<file path="src/rtl/seq_det_pkg.sv">
// Shared types and constants for the parametrised serial pattern detector.
package seq_det_pkg;

    typedef enum logic [1:0] {
        ST_FILL  = 2'd0,
        ST_RUN   = 2'd1,
        ST_MATCH = 2'd2
    } state_t;

    localparam int PATTERN_LEN_MIN = 2;
    localparam int PATTERN_LEN_MAX = 16;

endpackage

</file>
<file path="src/rtl/seq_match_counter.sv">
// Saturating match counter with a sticky flag raised when it reaches all-ones.
module seq_match_counter #(
    parameter int CNT_W = 8
) (
    input  logic             clk,
    input  logic             reset_n,
    input  logic             inc,
    input  logic             clear,
    output logic [CNT_W-1:0] count,
    output logic             sat
);

    localparam logic [CNT_W-1:0] CNT_MAX = '1;

    always_ff @(posedge clk or negedge reset_n) begin
        if (!reset_n) begin
            count <= '0;
            sat   <= 1'b0;
        end else if (clear) begin
            // clear wins over a coincident increment
            count <= '0;
            sat   <= 1'b0;
        end else if (inc && (count != CNT_MAX)) begin
            count <= count + 1'b1;
            if (count == CNT_MAX - 1'b1) begin
                sat <= 1'b1;
            end
        end
    end

endmodule

</file>
<file path="src/rtl/seq_detector_param.sv">
// Moore detector for a programmable PATTERN_LEN-bit serial pattern with
// optional overlap, a one-cycle match pulse and a saturating match counter.
module seq_detector_param
    import seq_det_pkg::*;
#(
    parameter int                     PATTERN_LEN = 4,
    parameter logic [PATTERN_LEN-1:0] PATTERN     = 4'b1100,
    parameter bit                     OVERLAP     = 1'b1,
    parameter int                     CNT_W       = 8
) (
    input  logic             clk,
    input  logic             reset_n,
    input  logic             en,
    input  logic             din,
    input  logic             clear,
    output logic             z,
    output logic [CNT_W-1:0] match_cnt,
    output logic             sat,
    output logic             filled
);

    localparam int                FILL_W    = $clog2(PATTERN_LEN + 1);
    localparam logic [FILL_W-1:0] FILL_FULL = FILL_W'(PATTERN_LEN);
    localparam logic [FILL_W-1:0] FILL_LAST = FILL_W'(PATTERN_LEN - 1);

    generate
        if (PATTERN_LEN < PATTERN_LEN_MIN || PATTERN_LEN > PATTERN_LEN_MAX) begin : g_bad_len
            $error("seq_detector_param: PATTERN_LEN out of range");
        end
    endgenerate

    logic [PATTERN_LEN-1:0] win;
    logic [PATTERN_LEN-1:0] nwin;
    logic [FILL_W-1:0]      fill;
    logic                   hit;
    state_t                 state;

    // Oldest bit falls off the top; the new bit enters at the LSB.
    assign nwin   = PATTERN_LEN'({win, din});
    assign hit    = en && (nwin == PATTERN) && (fill >= FILL_LAST);
    assign filled = (fill == FILL_FULL);

    always_ff @(posedge clk or negedge reset_n) begin
        if (!reset_n) begin
            win   <= '0;
            fill  <= '0;
            state <= ST_FILL;
            z     <= 1'b0;
        end else begin
            if (en) begin
                win <= nwin;
                // Non-overlapping mode masks stale window bits by restarting fill.
                if (hit && !OVERLAP) begin
                    fill <= '0;
                end else if (fill != FILL_FULL) begin
                    fill <= fill + 1'b1;
                end
            end

            z <= 1'b0;
            case (state)
                ST_FILL: begin
                    if (hit) begin
                        state <= ST_MATCH;
                        z     <= 1'b1;
                    end else if (en && (fill == FILL_LAST)) begin
                        state <= ST_RUN;
                    end
                end
                ST_RUN: begin
                    if (hit) begin
                        state <= ST_MATCH;
                        z     <= 1'b1;
                    end
                end
                ST_MATCH: begin
                    if (hit) begin
                        state <= ST_MATCH;
                        z     <= 1'b1;
                    end else if (OVERLAP) begin
                        state <= ST_RUN;
                    end else begin
                        state <= ST_FILL;
                    end
                end
                default: begin
                    state <= ST_FILL;
                end
            endcase
        end
    end

    seq_match_counter #(
        .CNT_W(CNT_W)
    ) u_match_counter (
        .clk    (clk),
        .reset_n(reset_n),
        .inc    (hit),
        .clear  (clear),
        .count  (match_cnt),
        .sat    (sat)
    );

endmodule

</file>
<file path="config.mk">
export PLATFORM = sky130hd
export DESIGN_NAME = seq_detector_param
export DESIGN_NICKNAME = d
export VERILOG_FILES = /design/src/rtl/seq_det_pkg.sv /design/src/rtl/seq_match_counter.sv /design/src/rtl/seq_detector_param.sv
export SDC_FILE = /design/constraint.sdc
export NUM_CORES = 1
export LEC_CHECK = 0
export BUFFER_PORTS_ARGS = -buffer_cell sky130_fd_sc_hd__buf_2
export CAP_MARGIN = 10
export CORE_ASPECT_RATIO = 1.1
export CORE_UTILIZATION = 45
export CTS_BUF_LIST = sky130_fd_sc_hd__clkbuf_8
export CTS_CLUSTER_SIZE = 10
export DETAILED_ROUTE_END_ITERATION = 7
export PLACE_DENSITY = 0.66
export SLEW_MARGIN = 20
export SYNTH_ARGS = -nofsm -noshare
export SYNTH_HDL_FRONTEND = slang
export SYNTH_SLANG_ARGS = --single-unit
</file>
<file path="constraint.sdc">
create_clock -name clk -period 2.17 [get_ports clk]
set_input_delay 0.434 -clock clk [delete_from_list [all_inputs] [get_ports clk]]
set_output_delay 0.434 -clock clk [all_outputs]
set_load 0.005 [all_outputs]
</file>
======== Word level (Yosys, flattened, before mapping) ========
Cells that the tools add are included.
W data, S select, Z words.
storage, ports and cells
  register bits ........................... 18
  input port bits ......................... 5
  word-level logic and storage cells ...... 42
operators by class
  $add $sub $neg .......................... 2
  magnitude comparators ................... 1
  equality and inequality tests ........... 10
  mux-type cells .......................... 12
  reductions and logical operators ........ 11
operator list
  cell                   count
  $mux W8                2
  $add A8 B1 Y8 const B  1
  $eq A8 B8 Y1 const B   1
  $mux W2                4
  $ne A8 B8 Y1 const B   1
  $pmux W2 S3            1
  $reduce_and A2 Y1      3
  $mux W1                5
  $eq A4 B4 Y1 const B   1
  $logic_and A1 B1 Y1    4
  $reduce_bool A2 Y1     2
  $add A3 B1 Y3 const B  1
  $eq A3 B2 Y1 const B   1
  $eq A3 B3 Y1 const B   1
  $ge A3 B2 Y1 const B   1
  $ne A3 B2 Y1 const B   1
  $ne A3 B3 Y1 const B   1
  $reduce_or A3 Y1       1
  $eq A2 B1 Y1 const B   1
  $eq A2 B2 Y1 const B   1
  $logic_not A2 Y1       1
  $ne A2 B1 Y1 const B   1

======== Longest topological paths before layout ========
Gate-level depths: netlist (run 1).
  depth in word-level cells ............... 6
  gate-level depth with buffers ........... 8

======== Modules after synthesis ========
Synthesis (run 1) repeated with hierarchy kept, for this count alone.
second synthesis, totals
  cell total of the unflattened synthesis .. 86
  area, all modules ....................... 944.7 µm²
by module, submodules not included
  module              times used  cells an instance  area each (µm²)  seq. area each (µm²)
  seq_match_counter   1           52                 479.2            225.2
  seq_detector_param  1           34                 465.4            225.2

======== Least setup slack after synthesis (run 1) ========
OpenSTA, ideal clock, no wires.
  kind .................................... register to register
  start point ............................. reg fill[0]
  end point ............................... reg u_match_counter.count[6]
  data arrival time ....................... 1.845 ns
  required time ........................... 2.092 ns
  path slack .............................. 0.247 ns
  stages on the path, launching flop included .. 8
  buffers on the path ..................... 1
  cell sequence ........................... dfrtp_1 ha_1 ha_1 a211oi_1 or4_1 buf_2 or4_1 a21oi_1
on the way
  longest elaborated chain between the ends .. 4
ends and longest elaborated chain
  item                                 RTL line                  source
  start, declared                      seq_detector_param.sv:34  logic [FILL_W-1:0] fill;
  start signal, assigned               seq_detector_param.sv:56  fill <= fill + 1'b1;
  $ge A3 B2 Y1                         seq_detector_param.sv:40  assign hit = en && (nwin == PATTERN) && (fill >= FILL_LAST);
  $logic_and A1 B1 Y1                  seq_detector_param.sv:40
  $logic_and A1 B1 Y1                  seq_match_counter.sv:23   end else if (inc && (count != CNT_MAX)) begin
  $reduce_bool A2 Y1 (no source line)  --
  end signal, assigned                 seq_match_counter.sv:24   count <= count + 1'b1;
  end, declared                        seq_match_counter.sv:9    output logic [CNT_W-1:0] count,
Every way passes these cells.
A chain may end at the register's enable or synchronous reset.

======== Final worst setup path (run 1) ========
Same ends and word-level chain as after synthesis.

==> run summary, run 1 <==
Outcome: complete, no violations
Sw Ratio: 28.0%
Flop pwr share: 46.3%
Critical path data arrival time: 2250 ps
Pwr dens: 795 mW/mm^2
Final Setup Violations: 0
Most frequent cells in the layout: dfrtp_1, buf_2, inv_1, a21oi_1, o21ai_0
CP max FO: 7
Largest net degree at the start of global routing: 19
Num ports: 16
CTS tree: built
IO Port Bufs: 15
Leak: 0.522 nW
Net Sw Power: 0.000255 W
Sequential area share after synthesis: 49.2%
CP startpoint kind: flop
Initial antenna violation count: 0
R2R Setup Slk: 100 ps
Minimum clock period: 2070 ps
Final total power: 0.000909 W
DRT Pass-1 Iters: 4
Worst setup margin: 102 ps
Grt total ovfl: 0
Ys Warns: 0
First-pass GRT wire length: 3000 um
Worst Tran Pin Value: 560 ps
Post-synthesis instance total: 93
Min-Delay Path Class: in2async
Via density: 5.45
Vias: 780
F_max: 0.484 GHz
Post-synth EDFFs: 0
Post-synth top area share: 49.2%
Ranking of synthesized cells by area: dfrtp_1, ha_1, a21oi_1
Hold-fix buffers, CTS: 0
Worst Path Required: 2350 ps
Post-synthesis area per instance: 9.85 um^2
GP Congestion: 0.841
Final Max Slew Viols: 0
Unrepaired setup endpoints after global routing: no
Combinational share of power: 24.2%
Routed WL: 1880 um
DIE AREA: 0.00222 mm^2
Total GRT Usage: 18.2%
Async SR Flop Fraction: 100%
Worst R2R Path Depth: 7
Fin nets: 127
Vias in the first global route: 720
Clk_lat worst skew: 250 ps
Post-DP HPWL: 1250 um
Mapped Nets: 103
Post-route DRC violation count: 0
CTS Buffer Depth: 2
Register area: 450 um^2
Fin Setup TNS: 0 ps
Most used DFF post-synth: dfrtp_1
Initial Util: 49.7%
Clock skew: 0.737 ps
Mapped Area: 916 um^2
Int Power: 0.000654 W
RR Startpoint: fill[0]
CTS HTree Levels: 1
Iteration-0 DRC Markers: 6
Reg clk slew, reported paths: 70 ps
Layout cells sized above 1: 30.2%
Placement Setup Slack: 70.1 ps
Post-DRT Antenna Nets: 0
Synth area leader: dfrtp_1
Die width: 45.0 um
Final hold vios: 0
Critical path endpoint category: flop
Max-cap violations: 0
Part of the cycle the worst path needs: 95.3%
Worst R2R End: u_match_counter.count[6]
Routed len/inst: 13.2 um
Area growth syn-to-layout: 24.9%
Unique masters post-synth: 28
Row count: 16
Commonest non-fill, non-tap cell in the layout: dfrtp_1
Critical path endpoint: u_match_counter.count[6]
Die H: 49.3 um
Core outline area: 0.00184 mm^2
Clock root buffer: clkbuf_8
Worst slew margin: 62.3%
Total CTS buffers: 3
Clock sink count: 18
Clock power frac: 29.6%
CP startpoint: fill[0]
Antenna Cells: 0
Area occupied by multi-input gates: 449 um^2
Peak VDD IR: 581 uV
WS Path Type: reg2reg
Flops & latches, synth: 18
FILL cells: 174
## how the worst min path moves through the flow
| stage | endpoint | slack (ps) | cells past startpoint |
|---|---|---|---|
| 6_report | u_match_counter.count[6] | 100 | 1 |
| 5_1_grt | u_match_counter.count[5] | 130 | 1 |
| 4_1_cts | u_match_counter.count[5] | 120 | 1 |
| 3_5_place_dp | u_match_counter.count[5] | 390 | 1 |
| 3_3_place_gp | u_match_counter.count[5] | 390 | 1 |
| 2_1_floorplan | fill[0] | 140 | 0 |
## layer usage
metal | vias up | GRT usage (%) | wire length [um]
li1 | 382 | - | -
met1 | 380 | 23.8 | 816
met2 | 14 | 29.0 | 985
met3 | 4 | 3.33 | 46
met4 | 0 | 7.07 | 36
met5 | - | 0 | 0
## metrics by stage
step	utilization, %	area (um^2)	std cells	hold slack [ps]
2_1_floorplan	-	916	93	138
3_3_place_gp	56.6	1040	137	387
3_5_place_dp	56.6	1040	137	388
4_1_cts	59.6	1100	141	116
5_1_grt	62.1	1140	143	131
6_report	62.1	1140	143	104
## Yosys cell counts (all sizes together) (3+ instances only)
library cell  count
a211oi            3
a21oi             9
dfrtp            18
ha                5
inv               7
mux2              3
nand2             6
nand3             4
nor2              4
o21ai             9
or3               3
or4               5
## sequential cells by signal, indices dropped and copies added (netlist names)
| signal | count |
|---|---|
| win | 3 |
| z | 1 |
| u_match_counter.count | 8 |
| u_match_counter.sat | 1 |
| fill | 3 |
| state | 2 |
## final cells by class
cell class              instances  area share, %
clock buffers                   4           4.81
inverters                       7           2.30
repair buffers                 22           11.3
flip-flops and latches         18           39.4
well taps                      27           2.95
multi-input cells              65           39.3
## cell families after synthesis
family	after synthesis	share of synthesized area (%)
muxes	3	3.69
DFF	18	49.2
AOI/OAI and AO/OA	24	14.9
xor gates and xnor gates	1	0.956
adders and majority gates	5	6.83
and+or+nand+nor	32	19.4
buffers and inverters	10	5.05
## power groups by stage
stage / Clock, W / Sequential, W / Combinational (W)
after floorplan: 0 / 0.000420 / 0.000120
after global placement: 0 / 0.000423 / 0.000192
after detailed placement: 0 / 0.000424 / 0.000199
after CTS: 0.000276 / 0.000418 / 0.000201
after global routing: 0.000287 / 0.000431 / 0.000261
final: 0.000269 / 0.000421 / 0.000219
## timing repair
action / CTS / global route
hold endpoints to repair: 0 / 0
setup endpoints to repair: 0 / 4
resized for setup: 0 / 8
setup buffers: 0 / 1
## critical path, cell delays in order, from the launching register on
cell      delay (ps)
dfrtp_1          360
ha_2             200
ha_4             130
a211oi_1          50
or4_1            440
buf_6            160
or4_1            500
a21oi_1          150
(Power assumes the default switching activity.)
==> inputs of run 2 (changes only) <==
--- a/config.mk
+++ b/config.mk
@@ -5,6 +5,7 @@
 export SDC_FILE = /design/constraint.sdc
 export NUM_CORES = 1
 export LEC_CHECK = 0
+export ABC_AREA = 1
 export BUFFER_PORTS_ARGS = -buffer_cell sky130_fd_sc_hd__buf_2
 export CAP_MARGIN = 10
 export CORE_ASPECT_RATIO = 1.1
==> constraint.sdc (replaced) <==
create_clock -name clk -period 2.17 [get_ports clk]
set_input_delay 0.3255 -clock clk [delete_from_list [all_inputs] [get_ports clk]]
set_output_delay 0.3255 -clock clk [all_outputs]
set_load 0.005 [all_outputs]
==> run summary, run 2 <==
Sequential area share after synthesis: 43.2% (-6.0 points)
Net Sw Power: 0.000280 W (+9.8%)
Unrepaired setup endpoints after global routing: no
Most frequent cells in the layout: nand2_1, inv_1, dfrtp_1
Final total power: 0.000918 W (+1.0%)
Critical path endpoint category: flop
IO Port Bufs: 15 (unchanged)
CP max FO: 12 (+5)
Total GRT Usage: 18.1% (-0.088 points)
Post-synth EDFFs: 0 (unchanged)
Worst R2R End: u_match_counter.count[4]
F_max: 0.641 GHz (+33%)
CTS tree: built
Worst R2R Path Depth: 9 (+2)
Layout cells sized above 1: 21.6% (-8.6 points)
Async SR Flop Fraction: 100% (unchanged)
Max reg flops: 8 (unchanged)
Flop pwr share: 47.3% (+1.0 points)
Via density: 4.77 (-13%)
Clock skew: 1.57 ps (+0.836 ps)
Row count: 17 (+1)
Post-DRT Antenna Nets: 0 (unchanged)
Peak VDD IR: 633 uV (+8.9%)
Pwr dens: 769 mW/mm^2 (-3.2%)
First-pass GRT wire length: 3090 um (+3.0%)
Die H: 52.5 um (+6.4%)
Outcome: complete, no violations
Mapped Nets: 141 (+37%)
Combinational share of power: 22.6% (-1.6 points)
Placed Area: 0.00113 mm^2 (+8.3%)
Synth top cells by count: nand2_1, dfrtp_1, inv_1
Total CTS buffers: 3 (unchanged)
Unique masters post-synth: 24 (-14%)
Post-route DRC violation count: 0 (unchanged)
Post-synth top area share: 43.2% (-6.0 points)
Worst Tran Pin Value: 400 ps (-160 ps)
Area occupied by multi-input gates: 497 um^2 (+11%)
Minimum clock period: 1560 ps (-508 ps)
Clock root buffer: clkbuf_8
Synth area leader: dfrtp_1
Fin nets: 159 (+25%)
Final Max Slew Viols: 0 (unchanged)
DIE AREA: 0.00251 mm^2 (+13%)
R2R Setup Slk: 610 ps (+510 ps)
Final hold vios: 0 (unchanged)
Reg clk slew, reported paths: 70 ps (about the same)
Clock sink count: 18 (unchanged)
CTS HTree Levels: 1 (unchanged)
CP startpoint: fill[0]
Final instance area: 0.00119 mm^2 (+4.4%)
Ranking of synthesized cells by area: dfrtp_1, nand2_1, inv_1
Largest net degree at the start of global routing: 19 (unchanged)
Worst slew margin: 73.3% (+11 points)
Routed WL: 1900 um (+0.96%)
Post-DP HPWL: 1440 um (+15%)
DRT Pass-1 Iters: 4 (unchanged)
Most used DFF post-synth: dfrtp_1
Critical path endpoint: u_match_counter.count[4]
Initial Util: 50.0% (+0.27 points)
WS Path Type: reg2reg
Die width: 47.9 um (+6.4%)
Min-Delay Path Class: in2reg
Antenna Cells: 0 (unchanged)
Placed cells: 171 (+25%)
Leak: 0.662 nW (+27%)
GP Congestion: 0.808 (-3.9%)
Mapped Area: 0.00104 mm^2 (+14%)
Area growth syn-to-layout: 14.5%
Fin Setup TNS: 0 ps (unchanged)
RR Startpoint: fill[0]
Flops & latches, synth: 18 (unchanged)
Num ports: 16 (unchanged)
Worst Path Required: 2370 ps (+20 ps)
Post-synthesis area per instance: 7.96 um^2 (-19%)
CTS Buffer Depth: 2 (unchanged)
Part of the cycle the worst path needs: 71.9% (-23 points)
Final Setup Violations: 0 (unchanged)
Max-cap violations: 0 (unchanged)
Min-delay src: en
Register area: 450 um^2 (unchanged)
Initial antenna violation count: 0 (unchanged)
Critical path data arrival time: 1760 ps (-490 ps)
CP startpoint kind: flop
Hold-fix buffers, CTS: 1 (+1)
Routed len/inst: 10.8 um (-18%)
Grt total ovfl: 0 (unchanged)
Ys Warns: 0 (unchanged)
Most common cell in the netlist: nand2_1
Int Power: 0.000638 W (-2.4%)
Non-Filler Instances: 176 (+23%)
Core outline area: 0.00208 mm^2 (+13%)
Sw Ratio: 30.5% (+2.4 points)
Vias: 839 (+7.6%)
# Post-CTS Setup Buffers: 0 (unchanged)
Iteration-0 DRC Markers: 16 (+10)
Vias in the first global route: 754 (+4.7%)
Post-CTS sizing: 0 (unchanged)
Clock power frac: 30.1% (+0.5 points)
Post-synthesis instance total: 131 (+41%)
Hold WS: 368 ps (+264 ps)
Biggest register: u_match_counter.count
FILL cells: 199 (+14%)
Clk_lat worst skew: 260 ps (about the same)
Commonest non-fill, non-tap cell in the layout: nand2_1
Biggest registers after layout: u_match_counter.count x8, fill x3, win x3
## run 2: cell count changes after synthesis, sizes merged, moves of 3 or more
cell	delta
or3	-3
inv	+12
nor2	+10
a21oi	-5
a211oi	-3
o21ai	-5
nand2	+40
mux2	-3
or4	-5
nand3	+5
## run 2: routing by layer
| layer | vias up | wire length (um) | GRT usage [%] |
|---|---|---|---|
| li1 | 434 | - | - |
| met1 | 387 | 935 | 22.5 |
| met2 | 13 | 871 | 28.2 |
| met4 | 0 | 50 | 11.1 |
| met5 | - | 0 | 0 |
| met3 | 5 | 44 | 3.10 |
## run 2: worst min-delay path by stage
stage,depth (start not counted),end
floorplan,0,fill[0]
global placement,1,win[2]
detailed placement,1,win[2]
CTS,2,win[2]
global route,2,win[2]
finish,2,win[2]
## run 2: layout make-up
cell class	count	share of cell area, %
Sequential cell	18	37.7
Clock buffer	4	4.61
Tap cell	28	2.94
Timing Repair Buffer	16	7.13
Inverter	19	5.97
Multi-Input combinational cell	91	41.6
## run 2: cells by family after synthesis
group,share of synthesized area (%)
simple gates,32.5
buf+inv,9.12
flops,43.2
compound gates,5.76
fa+ha+maj,6.00
xor+xnor,3.36
## run 2: critical path, stage by stage (launching register included)
cell and delay (ps):
dfrtp_1 380, ha_1 200, ha_1 190, nor2_1 90, o21ai_1 90, nand3_2 90, nand2_2 160, inv_2 170
nand2_1 60, nand2_1 60
## run 2: power by group through the flow
stage | Combinational [W] | Clock [W] | Sequential, W
6_report | 0.000208 | 0.000276 | 0.000434
5_1_grt | 0.000247 | 0.000297 | 0.000441
4_1_cts | 0.000213 | 0.000285 | 0.000434
3_5_place_dp | 0.000210 | 0 | 0.000441
3_3_place_gp | 0.000207 | 0 | 0.000437
2_1_floorplan | 0.000159 | 0 | 0.000433
## run 2: metrics by stage
| step | utilization (%) | setup slack [ps] |
|---|---|---|
| after global placement | 54.1 | 635 |
| after CTS | 57.3 | 595 |
| after global routing | 57.3 | 407 |
| after detailed placement | 54.1 | 613 |
| after floorplan | - | 770 |
| final | 57.3 | 610 |
